--- config.mk ---
export PLATFORM = sky130hd
export DESIGN_NAME = multi_cycle_ctrl_flat
export DESIGN_NICKNAME = d
export VERILOG_FILES = /design/src/rtl/rv_ctrl_pkg.sv /design/src/rtl/multi_cycle_ctrl_if.sv /design/src/rtl/opcode_class_dec.sv /design/src/rtl/multi_cycle_ctrl.sv /design/src/flat_wrapper.sv
export SDC_FILE = /design/constraint.sdc
export NUM_CORES = 1
export LEC_CHECK = 0
export CELL_PAD_IN_SITES_DETAIL_PLACEMENT = 0
export CELL_PAD_IN_SITES_GLOBAL_PLACEMENT = 1
export CORE_ASPECT_RATIO = 0.6
export CORE_MARGIN = 2
export CORE_UTILIZATION = 25
export DETAILED_ROUTE_END_ITERATION = 8
export PLACE_DENSITY = 0.78
export SLEW_MARGIN = 0
export SYNTH_ARGS = -nofsm -noshare
export SYNTH_HDL_FRONTEND = slang
export SYNTH_SLANG_ARGS = --single-unit
--- constraint.sdc ---
create_clock -name clk -period 4.2 [get_ports clk]
set_input_delay 0.84 -clock clk [delete_from_list [all_inputs] [get_ports clk]]
set_output_delay 0.84 -clock clk [all_outputs]
set_load 0.02 [all_outputs]
--- src/rtl/rv_ctrl_pkg.sv ---
// Shared definitions for the multi-cycle RV32I control path: opcodes,
// ALU operation classes, FSM states and the strobe encodings.
package rv_ctrl_pkg;

    localparam logic [6:0] OPC_R      = 7'b0110011;
    localparam logic [6:0] OPC_I_ALU  = 7'b0010011;
    localparam logic [6:0] OPC_LOAD   = 7'b0000011;
    localparam logic [6:0] OPC_STORE  = 7'b0100011;
    localparam logic [6:0] OPC_BRANCH = 7'b1100011;
    localparam logic [6:0] OPC_LUI    = 7'b0110111;
    localparam logic [6:0] OPC_JAL    = 7'b1101111;
    localparam logic [6:0] OPC_JALR   = 7'b1100111;

    localparam logic [2:0] ALUOP_ADD    = 3'b000;
    localparam logic [2:0] ALUOP_STORE  = 3'b001;
    localparam logic [2:0] ALUOP_BRANCH = 3'b010;
    localparam logic [2:0] ALUOP_JAL    = 3'b011;
    localparam logic [2:0] ALUOP_LUI    = 3'b100;
    localparam logic [2:0] ALUOP_RTYPE  = 3'b101;

    localparam logic [1:0] WB_ALU = 2'b00;
    localparam logic [1:0] WB_MEM = 2'b01;
    localparam logic [1:0] WB_PC4 = 2'b10;

    localparam logic [1:0] PC_PLUS4 = 2'b00;
    localparam logic [1:0] PC_IMM   = 2'b01;
    localparam logic [1:0] PC_ALU   = 2'b10;

    localparam logic [1:0] TRAP_NONE    = 2'b00;
    localparam logic [1:0] TRAP_ILLEGAL = 2'b01;
    localparam logic [1:0] TRAP_BUS     = 2'b10;

    typedef enum logic [2:0] {
        ST_START,
        ST_FETCH,
        ST_DECODE,
        ST_EXEC,
        ST_MEM,
        ST_WB,
        ST_TRAP
    } state_t;

    typedef enum logic [3:0] {
        CLS_NONE,
        CLS_R,
        CLS_I_ALU,
        CLS_LOAD,
        CLS_STORE,
        CLS_BRANCH,
        CLS_LUI,
        CLS_JAL,
        CLS_JALR
    } op_class_t;

endpackage

--- src/rtl/multi_cycle_ctrl_if.sv ---
// Bundle of instruction/handshake inputs and control strobes between the
// control FSM (master) and the datapath/memory side (slave).
interface multi_cycle_ctrl_if #(
    parameter int WIDTH = 32
);
    logic [WIDTH-1:0] inst;
    logic             imem_ready;
    logic             dmem_ready;
    logic             branch_taken;
    logic             imem_req;
    logic             ir_we;
    logic [2:0]       AluOp;
    logic             alu_src_b;
    logic             dmem_req;
    logic             dmem_we;
    logic             reg_we;
    logic [1:0]       wb_sel;
    logic             pc_we;
    logic [1:0]       pc_sel;
    logic             retire;
    logic [1:0]       trap;

    modport master (
        input  inst, imem_ready, dmem_ready, branch_taken,
        output imem_req, ir_we, AluOp, alu_src_b, dmem_req, dmem_we,
               reg_we, wb_sel, pc_we, pc_sel, retire, trap
    );

    modport slave (
        output inst, imem_ready, dmem_ready, branch_taken,
        input  imem_req, ir_we, AluOp, alu_src_b, dmem_req, dmem_we,
               reg_we, wb_sel, pc_we, pc_sel, retire, trap
    );
endinterface

--- src/rtl/opcode_class_dec.sv ---
// Combinational opcode classifier: maps inst[6:0] to an instruction class,
// its ALU operation class and an illegal-opcode flag.
module opcode_class_dec
    import rv_ctrl_pkg::*;
(
    input  logic [6:0] opcode,
    output op_class_t  op_class,
    output logic [2:0] alu_op,
    output logic       illegal
);

    // Unknown opcodes fall through to the illegal defaults.
    always_comb begin
        op_class = CLS_NONE;
        alu_op   = ALUOP_ADD;
        illegal  = 1'b1;
        case (opcode)
            OPC_R:      begin op_class = CLS_R;      alu_op = ALUOP_RTYPE;  illegal = 1'b0; end
            OPC_I_ALU:  begin op_class = CLS_I_ALU;  alu_op = ALUOP_ADD;    illegal = 1'b0; end
            OPC_LOAD:   begin op_class = CLS_LOAD;   alu_op = ALUOP_ADD;    illegal = 1'b0; end
            OPC_JALR:   begin op_class = CLS_JALR;   alu_op = ALUOP_ADD;    illegal = 1'b0; end
            OPC_STORE:  begin op_class = CLS_STORE;  alu_op = ALUOP_STORE;  illegal = 1'b0; end
            OPC_BRANCH: begin op_class = CLS_BRANCH; alu_op = ALUOP_BRANCH; illegal = 1'b0; end
            OPC_LUI:    begin op_class = CLS_LUI;    alu_op = ALUOP_LUI;    illegal = 1'b0; end
            OPC_JAL:    begin op_class = CLS_JAL;    alu_op = ALUOP_JAL;    illegal = 1'b0; end
            default:    ;
        endcase
    end

endmodule

--- src/rtl/multi_cycle_ctrl.sv ---
// Main control FSM of the multi-cycle RV32I core. Sequences each
// instruction through FETCH/DECODE/EXEC/MEM/WB, guards both memory waits
// with a watchdog and parks in a sticky TRAP state on faults.
module multi_cycle_ctrl
    import rv_ctrl_pkg::*;
#(
    parameter int WIDTH   = 32,
    parameter int TIMEOUT = 16
) (
    input logic                clk,
    input logic                rst,
    multi_cycle_ctrl_if.master bus
);

    localparam int CW = $clog2(TIMEOUT + 1);
    // The count reaches TIMEOUT on the cycle it sits at TIMEOUT-1 with ready low.
    localparam logic [CW-1:0] WAIT_LIMIT = CW'(TIMEOUT - 1);

    state_t           state;
    state_t           state_next;
    op_class_t        cls_q;
    op_class_t        dec_class;
    logic [2:0]       alu_op_q;
    logic [2:0]       dec_alu_op;
    logic             dec_illegal;
    logic [CW-1:0]    wait_cnt;
    logic [1:0]       trap_q;
    logic [WIDTH-1:0] inst_word;
    logic             unused_inst_bits;
    logic             in_wait;
    logic             wait_ready;
    logic             wdog_trip;
    logic             src_imm;

    assign inst_word        = bus.inst;
    // Operand fields above the opcode are consumed by the datapath, not here.
    assign unused_inst_bits = ^inst_word[WIDTH-1:7];

    opcode_class_dec u_dec (
        .opcode   (inst_word[6:0]),
        .op_class (dec_class),
        .alu_op   (dec_alu_op),
        .illegal  (dec_illegal)
    );

    assign in_wait    = (state == ST_FETCH) || (state == ST_MEM);
    assign wait_ready = (state == ST_FETCH) ? bus.imem_ready : bus.dmem_ready;
    assign wdog_trip  = in_wait && !wait_ready && (wait_cnt == WAIT_LIMIT);
    assign src_imm    = (cls_q != CLS_R) && (cls_q != CLS_BRANCH);
    assign bus.trap   = trap_q;

    // State register; reset parks the FSM in START so every strobe drops at once.
    always_ff @(posedge clk or posedge rst) begin
        if (rst) state <= ST_START;
        else     state <= state_next;
    end

    // Capture the instruction class and ALU class while decoding.
    always_ff @(posedge clk or posedge rst) begin
        if (rst) begin
            cls_q    <= CLS_NONE;
            alu_op_q <= ALUOP_ADD;
        end else if (state == ST_DECODE) begin
            cls_q    <= dec_class;
            alu_op_q <= dec_alu_op;
        end
    end

    // Watchdog: restarts on every state change, counts low-ready wait cycles.
    always_ff @(posedge clk or posedge rst) begin
        if (rst)                        wait_cnt <= '0;
        else if (state_next != state)   wait_cnt <= '0;
        else if (in_wait && !wait_ready) wait_cnt <= wait_cnt + 1'b1;
    end

    // Sticky trap cause; only reset clears it.
    always_ff @(posedge clk or posedge rst) begin
        if (rst)                                  trap_q <= TRAP_NONE;
        else if (state == ST_DECODE && dec_illegal) trap_q <= TRAP_ILLEGAL;
        else if (wdog_trip)                        trap_q <= TRAP_BUS;
    end

    // Next-state selection and strobe decode from state plus latched class.
    always_comb begin
        state_next    = state;
        bus.imem_req  = 1'b0;
        bus.ir_we     = 1'b0;
        bus.AluOp     = ALUOP_ADD;
        bus.alu_src_b = 1'b0;
        bus.dmem_req  = 1'b0;
        bus.dmem_we   = 1'b0;
        bus.reg_we    = 1'b0;
        bus.wb_sel    = WB_ALU;
        bus.pc_we     = 1'b0;
        bus.pc_sel    = PC_PLUS4;
        bus.retire    = 1'b0;
        case (state)
            ST_START: state_next = ST_FETCH;
            ST_FETCH: begin
                bus.imem_req = 1'b1;
                if (bus.imem_ready) begin
                    bus.ir_we  = 1'b1;
                    state_next = ST_DECODE;
                end else if (wdog_trip) begin
                    state_next = ST_TRAP;
                end
            end
            ST_DECODE: state_next = dec_illegal ? ST_TRAP : ST_EXEC;
            ST_EXEC: begin
                bus.AluOp     = alu_op_q;
                bus.alu_src_b = src_imm;
                case (cls_q)
                    CLS_BRANCH: begin
                        bus.pc_we  = 1'b1;
                        bus.pc_sel = bus.branch_taken ? PC_IMM : PC_PLUS4;
                        bus.retire = 1'b1;
                        state_next = ST_FETCH;
                    end
                    CLS_JAL, CLS_JALR: begin
                        bus.reg_we = 1'b1;
                        bus.wb_sel = WB_PC4;
                        bus.pc_we  = 1'b1;
                        bus.pc_sel = (cls_q == CLS_JAL) ? PC_IMM : PC_ALU;
                        bus.retire = 1'b1;
                        state_next = ST_FETCH;
                    end
                    CLS_LOAD, CLS_STORE: state_next = ST_MEM;
                    default:             state_next = ST_WB;
                endcase
            end
            ST_MEM: begin
                bus.AluOp     = alu_op_q;
                bus.alu_src_b = src_imm;
                bus.dmem_req  = 1'b1;
                bus.dmem_we   = (cls_q == CLS_STORE);
                if (bus.dmem_ready) begin
                    if (cls_q == CLS_STORE) begin
                        bus.pc_we  = 1'b1;
                        bus.pc_sel = PC_PLUS4;
                        bus.retire = 1'b1;
                        state_next = ST_FETCH;
                    end else begin
                        state_next = ST_WB;
                    end
                end else if (wdog_trip) begin
                    state_next = ST_TRAP;
                end
            end
            ST_WB: begin
                bus.AluOp     = alu_op_q;
                bus.alu_src_b = src_imm;
                bus.reg_we    = 1'b1;
                bus.wb_sel    = (cls_q == CLS_LOAD) ? WB_MEM : WB_ALU;
                bus.pc_we     = 1'b1;
                bus.pc_sel    = PC_PLUS4;
                bus.retire    = 1'b1;
                state_next    = ST_FETCH;
            end
            ST_TRAP: state_next = ST_TRAP;
            default: state_next = ST_START;
        endcase
    end

endmodule
--- src/flat_wrapper.sv ---
// flat-port wrapper written by rule: the top's interface ports become plain ports
module multi_cycle_ctrl_flat import rv_ctrl_pkg::*;
#(
    parameter int WIDTH   = 32,
    parameter int TIMEOUT = 16
)
  (clk, rst, bus_inst, bus_imem_ready, bus_dmem_ready, bus_branch_taken, bus_imem_req, bus_ir_we, bus_AluOp, bus_alu_src_b, bus_dmem_req, bus_dmem_we, bus_reg_we, bus_wb_sel, bus_pc_we, bus_pc_sel, bus_retire, bus_trap);
  multi_cycle_ctrl_if #(.WIDTH(WIDTH)) bus_i ();
  input logic clk;
  input logic rst;
  input wire logic [$bits(bus_i.inst)-1:0] bus_inst;
  input wire logic [$bits(bus_i.imem_ready)-1:0] bus_imem_ready;
  input wire logic [$bits(bus_i.dmem_ready)-1:0] bus_dmem_ready;
  input wire logic [$bits(bus_i.branch_taken)-1:0] bus_branch_taken;
  output wire logic [$bits(bus_i.imem_req)-1:0] bus_imem_req;
  output wire logic [$bits(bus_i.ir_we)-1:0] bus_ir_we;
  output wire logic [$bits(bus_i.AluOp)-1:0] bus_AluOp;
  output wire logic [$bits(bus_i.alu_src_b)-1:0] bus_alu_src_b;
  output wire logic [$bits(bus_i.dmem_req)-1:0] bus_dmem_req;
  output wire logic [$bits(bus_i.dmem_we)-1:0] bus_dmem_we;
  output wire logic [$bits(bus_i.reg_we)-1:0] bus_reg_we;
  output wire logic [$bits(bus_i.wb_sel)-1:0] bus_wb_sel;
  output wire logic [$bits(bus_i.pc_we)-1:0] bus_pc_we;
  output wire logic [$bits(bus_i.pc_sel)-1:0] bus_pc_sel;
  output wire logic [$bits(bus_i.retire)-1:0] bus_retire;
  output wire logic [$bits(bus_i.trap)-1:0] bus_trap;
  assign bus_i.inst = bus_inst;
  assign bus_i.imem_ready = bus_imem_ready;
  assign bus_i.dmem_ready = bus_dmem_ready;
  assign bus_i.branch_taken = bus_branch_taken;
  assign bus_imem_req = bus_i.imem_req;
  assign bus_ir_we = bus_i.ir_we;
  assign bus_AluOp = bus_i.AluOp;
  assign bus_alu_src_b = bus_i.alu_src_b;
  assign bus_dmem_req = bus_i.dmem_req;
  assign bus_dmem_we = bus_i.dmem_we;
  assign bus_reg_we = bus_i.reg_we;
  assign bus_wb_sel = bus_i.wb_sel;
  assign bus_pc_we = bus_i.pc_we;
  assign bus_pc_sel = bus_i.pc_sel;
  assign bus_retire = bus_i.retire;
  assign bus_trap = bus_i.trap;
  multi_cycle_ctrl #(.WIDTH(WIDTH), .TIMEOUT(TIMEOUT)) u_core (.clk(clk), .rst(rst), .bus(bus_i));
endmodule
==> metrics.md <==
| Metric | Value |
|---|---|
| Status | `finished, final reports clean` |
| Leading area contributor after synthesis | `dfrtp_1` |
| Vias in the first global route | `around 960` |
| DRC viols | `0` |
| Kind of end point of the critical path | `output pin` |
| Initial DRC Count | `102` |
| Wire per inst | `roughly 13 um` |
| Final setup viols | `0` |
| Initial antenna violation count | `0` |
| Max IR drop VDD | `between 0.1 and 0.15 mV` |
| Via count | `between 1000 and 1500` |
| Horiz. Die Dim | `93.5 um` |
| Clock slew at reported path FFs | `~0.07 ns` |
| Critical path type | `primary input to output pin` |
| Launch point of the worst reg-to-reg path | `u_core.wait_cnt[0]$_DFFE_PP0P_` |
| Pwr Total | `just over 0.8 mW` |
| Ports | `54` |
| Post-DP Area | `1510 um2` |
| Std cell rows | `19` |
| Number of port buffers | `28` |
| Mean Syn Cell Area | `approximately 8.5 um2` |
| Post-DRT Antenna Nets | `0` |
| Layout area overhead | `29.7%` |
| # resized after CTS | `0` |
| Max-slew headroom | `a little under three fifths` |
| Synth Register Bits | `17` |
| Finished Cell Area | `1560 um2` |
| Fin crit period | `between 3 and 4 ns` |
| Routability Congestion | `between 0.8 and 0.9` |
| ANT cells | `0` |
| Cells after Synth | `about 140` |
| Count of different cell masters after synthesis | `47` |
| Syn. warnings | `0` |
| Worst-Skew Late Latency | `~0.25 ns` |
| Fin Hold WS | `roughly 0.48 ns` |
| Nets | `around 200` |
| Synth top area cells | `dfrtp_1, nor2_1, nand2_1, and2_1, inv_1` |
| Final Hold Viols | `0` |
| CP startpoint kind | `primary input` |
| DRT Wirelength | `between 2000 and 3000 um` |
| CTS Hold Bufs | `0` |
| Slew Limit Fails | `0` |
| CTS tree | `yes` |
| Number of synthesized flops with an enable pin | `0` |
| Root Buffer | `clkbuf_8` |
| Setup tns final | `0 ns` |
| Slew @ Worst Pin | `between 0.6 and 0.7 ns` |
| Max clock buf depth | `2` |
| Syn Nets | `180` |
| Top FF cell, synth | `dfrtp_1` |
| Achievable Freq | `between 0.3 and 0.4 GHz` |
| CP Data Required Time | `about 3.4 ns` |
| Number of max-cap violations | `0` |
| Clk sinks | `17` |
| Worst Path Arrival | `roughly 2.4 ns` |
| R2R setup slack | `around 2.4 ns` |
| Synth cell count leaders | `dfrtp_1, nor2_1, nand2_1` |
| Pwr/cell area | `524 nW/um2` |
| Vias/cell | `~4.8` |
| Worst-path fanout max | `5` |
| RSZ-0062 raised after global routing | `no` |
| GRT overflow | `0` |
| Worst hold path type | `flop to flop` |
| Cell with the most instances after synthesis | `dfrtp_1` |
| Largest net degree at the start of global routing | `18` |
| Sequential area share after synthesis | `between 30 and 40%` |
| TritonCTS Buffers | `3` |
| Total Routing Usage GR | `11.0%` |
| Fin crit share | `76.1%` |
| Hpwl dp | `about 2200 um` |
| Setup Fix Bufs, Post-CTS | `0` |
| Initial Util | `between 20% and 30%` |
| Async S/R FF share, synth | `100%` |
| Die footprint | `about 5400 um2` |
| First-pass GRT wire length | `about 4700 um` |
| Clk_skew | `0.00603 ns` |
| Critical path startpoint | `bus_dmem_ready` |
| Core area | `approximately 4600 um2` |
| HP Start | `u_core.alu_op_q[2]$_DFFE_PP0P_` |
| TritonRoute pass-1 iters | `5` |
| Die height | `between 50 and 60 um` |
| Cell Area, Synth | `1200 um2` |
| Synth top area share | `a little over a third` |
| H-tree depth | `1` |
| Leakage | `roughly 0.6 nW` |
| Share of layout cells above drive strength 1 | `8.54%` |
==> power breakdown <==
group	switching, mW	leakage [nW]	internal [mW]
registers	0.0745	0.224	0.212
clock network	0.0544	0.0228	0.0672
logic	0.216	0.351	0.192
==> layout make-up <==
type	instances	area (um2)
clock buffer	4	45.0
fill	478	3030
inverter	10	37.5
multi-input combinational	105	692
sequential	17	425
tap	63	78.8
timing repair buffer	28	280
==> per-layer routing <==
layer	share of wire (%)	routed length, um	up-vias	track usage (%)
met2	34	954	38	12.7
met3	7.5	214	2	3.51
met1	59	1670	493	18.9
met4	0.32	9	0	1.86
li1	-	-	547	-
met5	0	0	-	0
==> stage by stage <==
stage | setup WS, ns | cells | util [%]
global route | 0.907 | 227 | 34.0
global placement | 1.01 | 223 | 33.0
detailed placement | 1.00 | 223 | 33.0
finish | 1.01 | 227 | 34.0
CTS | 1.00 | 227 | 34.0
floorplan | 1.70 | 141 | -
==> cell usage in the layout (no fill, tap or decap), types with 3 or more instances in the layout <==
cell,n
nand3b_1,3
clkbuf_8,3
nand2b_1,3
nor2b_1,3
nor2_1,14
o21ai_1,3
nand2_1,12
nor4b_1,3
a21oi_1,6
xnor2_1,4
dfrtp_1,17
or3b_4,3
inv_1,10
o21ai_0,5
a31oi_1,3
and2_1,6
clkdlybuf4s50_1,28
==> worst max-delay path, cell delays in order <==
cell             delay, ns
clkdlybuf4s50_1       0.56
a21oi_1               0.09
o22ai_1               0.21
clkdlybuf4s50_1       0.65
==> sequential cells by signal, indices dropped and copies added, names as in the netlist <==
signal           flops
u_core.bus.trap      2
u_core.state         3
u_core.cls_q         4
u_core.wait_cnt      5
u_core.alu_op_q      3
==> path summary, 6_finish.rpt <==
kind | to | depth (start not counted)
min in group asynchronous | u_core.bus.trap[0]$_DFFE_PP0P_ | 2
worst max-delay path | bus_pc_we | 4
worst min-delay path | u_core.alu_op_q[2]$_DFFE_PP0P_ | 2
max in group asynchronous | u_core.state[0]$_DFF_PP0_ | 2
worst max register to register | u_core.wait_cnt[4]$_DFFE_PP0P_ | 6
worst min register to register | u_core.alu_op_q[2]$_DFFE_PP0P_ | 2
==> cell families (layout without fill, tap and decap cells) <==
group	count (synthesis)	in the layout	synth area share, %
AO/OA/AOI/OAI	39	39	23.4
XOR/XNOR	4	4	2.91
adder cells (fa/ha/maj)	2	2	2.08
buffers and inverters	19	42	7.08
flip-flops	17	17	35.4
multiplexers	2	2	1.77
AND/OR/NAND/NOR	58	58	27.4
Note: power is estimated with default switching activity, not from simulation.
==> RTL edit 1 (same settings) <==
`TIMEOUT` is set to 16 in 2 places; all go to 32.
--- a/src/rtl/multi_cycle_ctrl.sv
+++ b/src/rtl/multi_cycle_ctrl.sv
@@ -5,7 +5,7 @@
     import rv_ctrl_pkg::*;
 #(
     parameter int WIDTH   = 32,
-    parameter int TIMEOUT = 16
+    parameter int TIMEOUT = 32
 ) (
     input logic                clk,
     input logic                rst,
--- a/src/flat_wrapper.sv
+++ b/src/flat_wrapper.sv
@@ -2,7 +2,7 @@
 module multi_cycle_ctrl_flat import rv_ctrl_pkg::*;
 #(
     parameter int WIDTH   = 32,
-    parameter int TIMEOUT = 16
+    parameter int TIMEOUT = 32
 )
   (clk, rst, bus_inst, bus_imem_ready, bus_dmem_ready, bus_branch_taken, bus_imem_req, bus_ir_we, bus_AluOp, bus_alu_src_b, bus_dmem_req, bus_dmem_we, bus_reg_we, bus_wb_sel, bus_pc_we, bus_pc_sel, bus_retire, bus_trap);
   multi_cycle_ctrl_if #(.WIDTH(WIDTH)) bus_i ();
Behaviour: no difference found for any inputs over 10 cycles, from zero or initial values and one cycle with rst high; that may be too few to reach the edited logic, so the function may still have changed.
==> RTL edit 1 against the original RTL <==
- hold slack improved by 0.035 ns
- synthesized area increased by 4.3%
- wire length increased by 12%
- count of clock-buffer cells in the layout unchanged
- setup slack got worse by 0.095 ns
- maximum frequency decreased by 2.9%
- total power decreased by 1.7%
- cell area increased by 3.9%
- combinational power decreased by 10%
- clock power increased by 16%
- via count increased by 6.4%
- sequential cell count increased by 1
- largest cell class unchanged
==> RTL edit 1: results <==
export IMPL_clk_latency_ns=0.25
export IMPL_wl_met3_um=135
export IMPL_wl_met2_um=1060
export IMPL_fin_nets=206
export IMPL_final_cells=230
export IMPL_yosysSeqAreaShare_pct=35.9
export IMPL_worst_slew_pin_slew_ns=0.702
export IMPL_seqCellArea_um2=450
export IMPL_buffer_area_share_pct=17.3
export IMPL_syn_avg_cell_area_um2=8.71
export IMPL_hold_depth=1
export IMPL_reg2reg_depth=4
export IMPL_drt_total_wl_um=3180
export IMPL_dp_hpwl_um=2530
export IMPL_fill_cells=510
export IMPL_drive_above_1_share_pct=5.99
export IMPL_place_congestion=0.761
export IMPL_p_leak_uw=0.000630
export IMPL_drtIter0Drc=109
export IMPL_htreeDepth=1
export IMPL_grt_pass1_vias=1032
export IMPL_antenna_left=0
export IMPL_firstDrtPassIters=4
export IMPL_status="complete, no violations"
export IMPL_synth_nets=182
export IMPL_n_sequential_cell=18
export IMPL_r2r_start="u_core.state[1]"
export IMPL_ir_drop_mv=0.310
export IMPL_yosysUniqueCellTypes=44
export IMPL_multi_input_gates=112
export IMPL_fin_hold_ws_ns=0.515
export IMPL_multi_input_area_share_pct=45.5
export IMPL_place_ws_ns=0.916
export IMPL_hold_start="u_core.alu_op_q[0]"
export IMPL_grt_pass1_wl_um=5290
export IMPL_fin_area_um2=1620
export IMPL_slowest_stage="clkdlybuf4s50_1"
export IMPL_met1Wirelength_um=1960
export IMPL_timing_rr_end="u_core.wait_cnt[5]"
export IMPL_grtUsageMet2_pct=12.8
export IMPL_vias=1149
export IMPL_top_layer="met4"
export IMPL_inv_count=5
export IMPL_skew_ns=0.00172
export IMPL_power_uw=803
export IMPL_p_comb_share_pct=45.8
export IMPL_cp_arrival_ns=2.45
export IMPL_clkCellAreaFrac_pct=3.40
export IMPL_sw_frac_of_total_pct=41.1
export IMPL_grt_max_degree=19
export IMPL_seqPwrFrac_pct=36.7
export IMPL_regToRegSetupSlack_ns=2.24
export IMPL_synthTopCellsByCount="dfrtp_1 (18), nor2_1 (13), a21oi_1 (11)"
export IMPL_ys_top_cells_by_area="dfrtp_1 (36%), a21oi_1 (4.4%), o21ai_0 (4.0%), nor2_1 (3.9%), nor4b_4 (3.8%)"
export IMPL_reg_largest_list="u_core.wait_cnt x6, u_core.cls_q x4"
export IMPL_grtUsageMet3_pct=2.05
export IMPL_grt_usage_pct=12.1
export IMPL_use_met1_pct=23.0
export IMPL_min_to="u_core.alu_op_q[0]"
RTL edit 1: changes by cell type in the layout (fill, tap and decap cells not counted), sizes merged, moves of 3 or more:
cell	change
nand3	+6
a32o	+3
inv	-5
nor2b	+3
a211oi	-3
nand2	-4
a21oi	+5
or3b	-4
nor3b	+3
RTL edit 1: how the worst max path moves through the flow:
stage	to	cells past startpoint	from	slack, ns
global placement	bus_retire	4	bus_dmem_ready	0.94
finish	bus_retire	4	bus_dmem_ready	0.91
detailed placement	bus_retire	4	bus_dmem_ready	0.92
global route	bus_retire	4	u_core.cls_q[1]	0.77
floorplan	bus_retire	4	u_core.cls_q[3]	1.74
CTS	bus_retire	4	bus_dmem_ready	0.91
RTL edit 1: kinds of logic (layout without fill, tap and decap cells):
logic type / count (synthesis) / after routing / share of synthesized area (%)
xor+xnor: 4 / 4 / 2.79
flops: 18 / 18 / 35.9
simple gates: 63 / 63 / 31.1
fa+ha+maj: 1 / 1 / 0.998
compound gates: 44 / 44 / 23.9
buf+inv: 14 / 37 / 5.29
==> RTL edit 2 (same flow settings) <==
Without the edit above. Encoding of `op_class_t`: now one-hot (9 bits for 9 values).
--- a/src/rtl/rv_ctrl_pkg.sv
+++ b/src/rtl/rv_ctrl_pkg.sv
@@ -40,16 +40,16 @@
         ST_TRAP
     } state_t;
 
-    typedef enum logic [3:0] {
-        CLS_NONE,
-        CLS_R,
-        CLS_I_ALU,
-        CLS_LOAD,
-        CLS_STORE,
-        CLS_BRANCH,
-        CLS_LUI,
-        CLS_JAL,
-        CLS_JALR
+    typedef enum logic [8:0] {
+        CLS_NONE   = 9'b000000001,
+        CLS_R      = 9'b000000010,
+        CLS_I_ALU  = 9'b000000100,
+        CLS_LOAD   = 9'b000001000,
+        CLS_STORE  = 9'b000010000,
+        CLS_BRANCH = 9'b000100000,
+        CLS_LUI    = 9'b001000000,
+        CLS_JAL    = 9'b010000000,
+        CLS_JALR   = 9'b100000000
     } op_class_t;
 
 endpackage
Check against the original RTL: no difference found for any inputs over 10 cycles, from zero or initial values and one cycle with rst high; not proved beyond that.
==> RTL edit 2 against the original RTL <==
- setup slack got worse by 0.13 ns
- combinational power increased by 25%
- total power increased by 31%
- wire length increased by 25%
- sequential power increased by 41%
- cell area increased by 18%
- synthesized cell count increased by 14%
- synthesized area increased by 21%
- sequential cell count increased by 5
- largest cell class unchanged
==> RTL edit 2: results <==
export IMPL_status="complete, no violations"
export IMPL_reg_largest_list="u_core.cls_q x9, u_core.wait_cnt x5"
export IMPL_yosysSeqAreaShare_pct=38.0
export IMPL_firstDrtPassIters=4
export IMPL_yosysUniqueCellTypes=52
export IMPL_async_reset_ff_share_pct=100
export IMPL_wl_met3_um=183
export IMPL_top_layer="met4"
export IMPL_cp_arrival_ns=2.49
export IMPL_synthTopCellsByCount="dfrtp_1 (21), nand2_1 (16), nor2_1 (13)"
export IMPL_drtIter0Drc=49
export IMPL_worst_slew_pin_slew_ns=0.896
export IMPL_grt_pass1_wl_um=5990
export IMPL_slowest_stage="clkdlybuf4s50_1"
export IMPL_htreeDepth=1
export IMPL_path_delay_family="simple AND/OR/NAND/NOR gates"
export IMPL_area_growth_pct=26.4
export IMPL_synth_nets=200
export IMPL_via_per_inst=4.72
export IMPL_crit_fanout=9
export IMPL_place_ws_ns=0.900
export IMPL_numCtsBuffers=3
export IMPL_dpl_cell_count=259
export IMPL_place_congestion=0.813
export IMPL_met1Wirelength_um=1980
export IMPL_r2r_start="u_core.state[1]"
export IMPL_diodes=0
export IMPL_startpoint="u_core.cls_q[5]"
export IMPL_ir_drop_mv=0.167
export IMPL_cts_root_buf="clkbuf_8"
export IMPL_fin_nets=223
export IMPL_place_area_um2=1780
export IMPL_grt_usage_pct=11.8
export IMPL_syn_avg_cell_area_um2=9.01
export IMPL_detail_route_wl_per_cell_um=13.5
export IMPL_synth_edff_count=0
export IMPL_hold_start="u_core.alu_op_q[2]"
export IMPL_dp_hpwl_um=2770
export IMPL_cts_setup_buffers=0
export IMPL_p_leak_uw=0.000718
export IMPL_antenna_found_initial=0
export IMPL_reg2reg_depth=3
export IMPL_port_buffer_count=28
export IMPL_sw_frac_of_total_pct=43.1
export IMPL_wl_met2_um=1350
export IMPL_grt_max_degree=23
export IMPL_clkTransAtPathRegs_ns=0.08
export IMPL_drive_above_1_share_pct=9.84
export IMPL_skew_ns=0.00803
export IMPL_ys_top_cells_by_area="dfrtp_1 (36%), o21ai_0 (4.1%), nand2_1 (4.1%), nor2_1 (3.4%), nor4b_2 (3.1%)"
export IMPL_hold_depth=1
export IMPL_cts_buffer_depth=2
export IMPL_vias=1242
RTL edit 2: worst reg2reg max path: cells and delay by family (launching register included):
kind | cells | cell delay (ns)
flip-flops | 1 | 0.58
buffers and inverters | 1 | 0.11
AO/OA/AOI/OAI | 1 | 0.39
AND/OR/NAND/NOR | 1 | 0.65
RTL edit 2: kinds of logic (layout without fill, tap and decap cells):
kind of cell,after synthesis,after routing,share of synthesized area (%)
and+or+nand+nor,69,69,28.5
adders and majority gates,2,2,1.72
xor gates and xnor gates,7,7,4.22
muxes,3,3,2.16
DFF,22,22,38.0
buffers and inverters,18,40,5.69
AOI/OAI and AO/OA,40,40,19.7
RTL edit 2: final timing paths:
check                                     end  slack, ns
min in group asynchronous     u_core.state[0]       1.06
max in group asynchronous  u_core.alu_op_q[1]       2.58
setup reg to reg              u_core.cls_q[8]       2.37
hold / removal             u_core.alu_op_q[2]       0.50
setup / recovery                   bus_retire       0.87
hold reg to reg            u_core.alu_op_q[2]       0.50
RTL edit 2: final cells by class:
class	instances	area, µm²
fillers	595	3760
multi-input cells	121	817
flip-flops and latches	22	552
repair buffers	28	280
well taps	80	100
clock buffers	4	55.1
inverters	8	30.0
RTL edit 2: power by group through the flow:
stage                     registers, µW  logic [µW]  clock network [µW]
final                               402         513                 152
after global routing                420         574                 168
after CTS                           402         519                 157
after detailed placement            406         517                   0
after global placement              402         512                   0
after floorplan                     329         432                   0
RTL edit 2: layer usage:
metal	GRT usage, %	up-vias
met5	0	-
met4	3.00	0
met3	2.24	2
met2	16.0	34
met1	18.7	571
li1	-	635
